### config.mk
export PLATFORM = sky130hd
export DESIGN_NAME = pwm_bank_flat
export DESIGN_NICKNAME = d
export VERILOG_FILES = /design/src/rtl/pwm_pkg.sv /design/src/rtl/pwm_bank_if.sv /design/src/rtl/pwm_step_sync.sv /design/src/rtl/pwm_bank.sv /design/src/flat_wrapper.sv
export SDC_FILE = /design/constraint.sdc
export NUM_CORES = 1
export LEC_CHECK = 0
export ABC_AREA = 1
export BUFFER_PORTS_ARGS = -buffer_cell sky130_fd_sc_hd__clkbuf_2
export CELL_PAD_IN_SITES_DETAIL_PLACEMENT = 1
export CELL_PAD_IN_SITES_GLOBAL_PLACEMENT = 1
export CORE_MARGIN = 3
export CORE_UTILIZATION = 40
export DETAILED_ROUTE_END_ITERATION = 6
export PLACE_DENSITY_LB_ADDON = 0.08
export SYNTH_ARGS = -nofsm -noshare
export SYNTH_HDL_FRONTEND = slang
export SYNTH_HIERARCHICAL = 1
export SYNTH_SLANG_ARGS = --single-unit
### constraint.sdc
create_clock -name in -period 2.01 [get_ports in]
set_input_delay 0.402 -clock in [delete_from_list [all_inputs] [get_ports in]]
set_output_delay 0.402 -clock in [all_outputs]
set_load 0.05 [all_outputs]
### src/rtl/pwm_pkg.sv
// Shared constants and types for the PWM bank: default geometry, reset
// level/period and the channel-select width helper.
package pwm_pkg;

   localparam int DEF_CHANNELS    = 4;
   localparam int DEF_WIDTH       = 4;
   localparam int DEF_INIT_LEVEL  = 5;
   localparam int DEF_INIT_PERIOD = 10;

   typedef logic [DEF_WIDTH-1:0] level_t;

   // A one-channel bank still needs a 1-bit select field.
   function automatic int chan_bits(input int n);
      return (n > 1) ? $clog2(n) : 1;
   endfunction

endpackage

### src/rtl/pwm_bank_if.sv
// Host-side bundle for pwm_bank: period, step buttons and level writes go in,
// PWM outputs and the period-start pulse come back.
interface pwm_bank_if
   import pwm_pkg::*;
#(
   parameter int CHANNELS = DEF_CHANNELS,
   parameter int WIDTH    = DEF_WIDTH
) ();

   localparam int CW = chan_bits(CHANNELS);

   // load_valid qualifies load_ch/load_level in exactly the cycle it is high.
   // There is no ready: the bank accepts every write on the next rising edge.
   logic [WIDTH-1:0]    period;
   logic [CHANNELS-1:0] step;
   logic                load_valid;
   logic [CW-1:0]       load_ch;
   logic [WIDTH-1:0]    load_level;
   logic [CHANNELS-1:0] out;
   logic                cycle_start;

   modport master (
      output period, step, load_valid, load_ch, load_level,
      input  out, cycle_start
   );

   modport slave (
      input  period, step, load_valid, load_ch, load_level,
      output out, cycle_start
   );

endinterface

### src/rtl/pwm_step_sync.sv
// One button line: two-flop synchronizer followed by a rising-edge detector
// that yields a single-cycle pulse per press.
module pwm_step_sync (
   input  logic clk,
   input  logic rst,
   input  logic din,
   output logic rise
);

   logic meta, sync, sync_d;

   always_ff @(posedge clk) begin
      if (rst) begin
         meta   <= 1'b0;
         sync   <= 1'b0;
         sync_d <= 1'b0;
      end else begin
         meta   <= din;
         sync   <= meta;
         sync_d <= sync;
      end
   end

   assign rise = sync & ~sync_d;

endmodule

### src/rtl/pwm_bank.sv
// Bank of PWM channels sharing one period counter; each channel has a pending
// level (written by loads/steps) that becomes active only at a period wrap.
module pwm_bank
   import pwm_pkg::*;
#(
   parameter int CHANNELS    = DEF_CHANNELS,
   parameter int WIDTH       = DEF_WIDTH,
   parameter int INIT_LEVEL  = DEF_INIT_LEVEL,
   parameter int INIT_PERIOD = DEF_INIT_PERIOD
) (
   input logic       in,
   input logic       rst,
   pwm_bank_if.slave bus
);

   logic [WIDTH-1:0]    cnt;
   logic [WIDTH-1:0]    active_period;
   logic [WIDTH-1:0]    pending     [CHANNELS];
   logic [WIDTH-1:0]    pending_nxt [CHANNELS];
   logic [WIDTH-1:0]    active      [CHANNELS];
   logic [CHANNELS-1:0] step_rise;
   logic [CHANNELS-1:0] out_q;
   logic                cs_q;
   logic                run;
   logic                wrap;

   // The guard keeps lvl+1 inside WIDTH bits and handles period 0 without underflow.
   function automatic logic [WIDTH-1:0] step_level(input logic [WIDTH-1:0] lvl,
                                                   input logic [WIDTH-1:0] per);
      if ((per != '0) && (lvl < per - WIDTH'(1))) return lvl + WIDTH'(1);
      return '0;
   endfunction

   for (genvar g = 0; g < CHANNELS; g++) begin : g_sync
      pwm_step_sync u_sync (
         .clk  (in),
         .rst  (rst),
         .din  (bus.step[g]),
         .rise (step_rise[g])
      );
   end

   // A stopped counter (period 0) wraps every cycle so a new period is picked up.
   assign run  = (active_period != '0);
   assign wrap = !run || (cnt == active_period - WIDTH'(1));

   // Matching against i also rejects any out-of-range channel select.
   always_comb begin
      for (int i = 0; i < CHANNELS; i++) begin
         pending_nxt[i] = pending[i];
         if (bus.load_valid && (int'(bus.load_ch) == i))
            pending_nxt[i] = bus.load_level;
         else if (step_rise[i])
            pending_nxt[i] = step_level(pending[i], bus.period);
      end
   end

   // cycle_start is registered alongside out so both mark the same period start.
   always_ff @(posedge in) begin
      if (rst) begin
         cnt           <= '0;
         active_period <= WIDTH'(INIT_PERIOD);
         out_q         <= '0;
         cs_q          <= 1'b0;
         for (int i = 0; i < CHANNELS; i++) begin
            pending[i] <= WIDTH'(INIT_LEVEL);
            active[i]  <= WIDTH'(INIT_LEVEL);
         end
      end else begin
         cnt  <= wrap ? '0 : cnt + WIDTH'(1);
         cs_q <= run && (cnt == '0);
         if (wrap) active_period <= bus.period;
         for (int i = 0; i < CHANNELS; i++) begin
            out_q[i]   <= run && (cnt < active[i]);
            pending[i] <= pending_nxt[i];
            if (wrap) active[i] <= pending[i];
         end
      end
   end

   assign bus.out         = out_q;
   assign bus.cycle_start = cs_q;

endmodule

### src/flat_wrapper.sv
// flat-port wrapper written by rule: the top's interface ports become plain ports
module pwm_bank_flat import pwm_pkg::*;
#(
   parameter int CHANNELS    = DEF_CHANNELS,
   parameter int WIDTH       = DEF_WIDTH,
   parameter int INIT_LEVEL  = DEF_INIT_LEVEL,
   parameter int INIT_PERIOD = DEF_INIT_PERIOD
)
  (in, rst, bus_period, bus_step, bus_load_valid, bus_load_ch, bus_load_level, bus_out, bus_cycle_start);
  pwm_bank_if #(.CHANNELS(CHANNELS), .WIDTH(WIDTH)) bus_i ();
  input logic in;
  input logic rst;
  input wire logic [$bits(bus_i.period)-1:0] bus_period;
  input wire logic [$bits(bus_i.step)-1:0] bus_step;
  input wire logic [$bits(bus_i.load_valid)-1:0] bus_load_valid;
  input wire logic [$bits(bus_i.load_ch)-1:0] bus_load_ch;
  input wire logic [$bits(bus_i.load_level)-1:0] bus_load_level;
  output wire logic [$bits(bus_i.out)-1:0] bus_out;
  output wire logic [$bits(bus_i.cycle_start)-1:0] bus_cycle_start;
  assign bus_i.period = bus_period;
  assign bus_i.step = bus_step;
  assign bus_i.load_valid = bus_load_valid;
  assign bus_i.load_ch = bus_load_ch;
  assign bus_i.load_level = bus_load_level;
  assign bus_out = bus_i.out;
  assign bus_cycle_start = bus_i.cycle_start;
  pwm_bank #(.CHANNELS(CHANNELS), .WIDTH(WIDTH), .INIT_LEVEL(INIT_LEVEL), .INIT_PERIOD(INIT_PERIOD)) u_core (.in(in), .rst(rst), .bus(bus_i));
endmodule
==> qor.yml <==
timing:
  fin_crit_sh: 0.942
  relSlewSlack: 0.639
  whs_ns: 0.266
  setup_tns_ns: 0
  fmax_mhz: 528
  finClkSkew_ns: 0.00673
  period_needed_ns: 1.89
  hold_violations: 0
  rsz0062_at_grt: "false"
  drv_slew: 0
  finalSetupViolCount: 0
  tightest_slew_ns: 0.541
global_routing:
  antenna_found_initial: 0
  met1_usage: 0.243
  track_usage: 0.187
  grt_util_met2: 0.308
  grt_pass1_wl_mm: 13.0
  use_met3: 0.0319
  overflow: 0
  top_usage_layer: "met2"
  grt_pass1_vias: 2718
  grt_max_degree: 26
critical_path:
  reg2reg_from: "u_core/active_period[0]"
  reg2reg_setup_slack_ns: 0.12
  ff2ff_path_depth: 8
  critPathCaptureType: "flip-flop"
  worstSetupStartpointType: "flip-flop"
  r2r-end: "u_core/active[3][1]"
  crit_required_ns: 2.04
  endpoint: "u_core/active[3][1]"
  path_max_fanout: 20
  cp.arrival_ns: 1.92
  critPathLaunch: "u_core/active_period[0]"
  critPathKind: "reg -> reg"
synthesis:
  yosysTopAreaCell: "dfxtp_1"
  syn_nets: 456
  yosysUniqueCellTypes: 23
  yosysSeqAreaShare: 0.413
  synth.avg_cell_area_um2: 7.69
  syn-cell-area_mm2: 0.00315
  ys_ff_latch: 57
  synthTopCellsByArea: "dfxtp_1, edfxtp_1, ha_1"
  synth_top_area_frac: 0.260
  synthCells: 410
  yosysWarnings: 6
final_layout:
  nets: 491
  num_antenna_cells: 0
  final_core_utilization: 0.484
  area_delta_synth_final_pct: 14.2
  drive_above_1_share: 0.107
  fin_area_mm2: 0.00360
clock_network:
  cts.hold.buffers_added: 0
  cts_root_buf: "clkbuf_8"
  clock_path_buffers: 2
  clk_pin_slew_ns: 0.06
  cts-htree-levels: 3
  clkSinkCount: 57
  cts_buffers: 9
  cts_tree: "yes"
  clkLatencyLatePin_ns: 0.32
floorplan:
  core_area_mm2: 0.00745
  initial_core_util: 0.424
  rows: 31
  pin_count: 22
  die-area_mm2: 0.00899
  die_w_um: 94.8
  fp.dieH_um: 94.8
drt:
  drtAntennaViolNets: 0
  vias: 2656
  viasPerCell: 4.85
  remaining_drc_errors: 0
  firstDrtPassIters: 4
  wl_per_cell_um: 13.5
  wl_mm: 7.42
  drtIter0Drc: 57
power:
  p_leak_nw: 1.75
  total_power_mw: 2.59
  p_per_area_mw_per_mm2: 718
  peakVddDrop_mv: 0.290
place:
  dp_hpwl_mm: 5.80
  globalplace.congestion: 0.820
  portBuffers: 21
  place_area_mm2: 0.00342
outcome:
  outcome: "complete, no violations"
job:
  max_cap_violations: 0
worst_hold_path:
  hp-class: "in -> reg"
-- layout by cell type (no fill, tap or decap), types with 7 or more instances in the layout --
| cell type | count |
|---|---|
| nand3_1 | 38 |
| inv_1 | 84 |
| xor2_1 | 7 |
| ha_1 | 29 |
| a31oi_1 | 8 |
| nand2_1 | 66 |
| dfxtp_1 | 41 |
| a21oi_1 | 16 |
| nor2_1 | 50 |
| buf_4 | 7 |
| edfxtp_1 | 16 |
| o21ai_0 | 12 |
| o22ai_1 | 8 |
| clkbuf_8 | 11 |
| clkbuf_2 | 21 |
| nand4_1 | 10 |
-- stage by stage --
step	cells	setup slack, ns
2_1_floorplan	410	0.0168
3_3_place_gp	532	0.0493
3_5_place_dp	532	-0.0124
5_1_grt	548	0.00712
6_report	548	0.116
4_1_cts	547	0.101
-- critical path, cell delays in order (launching register included) --
cell     delay, ns
dfxtp_1       0.37
inv_1         0.10
ha_1          0.32
xor2_1        0.16
nand2_1       0.06
nor2_1        0.12
nand2_2       0.13
nand3_1       0.14
buf_12        0.18
-- where the power goes --
group | leakage [nW] | total, mW | internal, mW | switching, mW
combinational | 1.19 | 0.382 | 0.137 | 0.245
sequential | 0.474 | 1.27 | 1.23 | 0.0442
clock | 0.0865 | 0.931 | 0.508 | 0.424
-- Yosys cell counts, drive strengths merged --
library cell,number
a21oi,16
a31oi,8
buf,3
clkbuf,2
dfxtp,41
edfxtp,16
ha,29
inv,85
nand2,70
nand3,40
nand3b,5
nand4,10
nor2,50
o211ai,4
o21ai,12
o22ai,8
xnor2,4
xor2,7
-- worst min path at each step --
stage / from / end / slack, ns / depth (start not counted)
floorplan: u_core/g_sync[0].u_sync/meta / u_core/g_sync[0].u_sync/sync / 0.39 / 2
finish: bus_step[0] / u_core/g_sync[0].u_sync/meta / 0.27 / 3
global route: bus_step[1] / u_core/g_sync[1].u_sync/meta / 0.28 / 3
global placement: u_core/g_sync[2].u_sync/meta / u_core/g_sync[2].u_sync/sync / 0.39 / 2
detailed placement: u_core/g_sync[1].u_sync/meta / u_core/g_sync[1].u_sync/sync / 0.40 / 2
CTS: bus_step[0] / u_core/g_sync[0].u_sync/meta / 0.25 / 3
-- state kept, by name, summed over array words and instances, names as in the netlist --
register,flops
u_core/bus.out,4
u_core/bus.cycle_start,1
u_core/pending,16
u_core/cnt,4
u_core/g_sync.u_sync/sync,4
u_core/active_period,4
u_core/g_sync.u_sync/sync_d,4
u_core/g_sync.u_sync/meta,4
u_core/active,16
-- layer usage --
metal	vias up	share of wire
li1	1396	-
met1	1227	0.48
met2	26	0.48
met3	7	0.023
met4	0	0.014
met5	-	0
-- area by class of cell --
type	count	area [um^2]
fillers	993	3840
multi-input cells	263	1510
flip-flops and latches	57	1300
inverters	85	319
repair buffers	29	178
clock buffers	14	163
well taps	99	124
clock inverters	1	5.00
-- logic make-up (layout without fill, tap and decap cells) --
family	Yosys count	count (layout)	share of synthesized area
AO/OA/AOI/OAI	48	48	0.0857
XOR/XNOR	11	11	0.0305
adder cells (fa/ha/maj)	29	29	0.115
buffers and inverters	90	129	0.110
flip-flops	57	57	0.413
AND/OR/NAND/NOR	175	175	0.246
-- repair_timing --
item	4_1_cts	5_1_grt
buffers inserted	0	1
gates resized for setup	0	1
setup endpoints to repair	0	7
(Power assumes the default switching activity.)
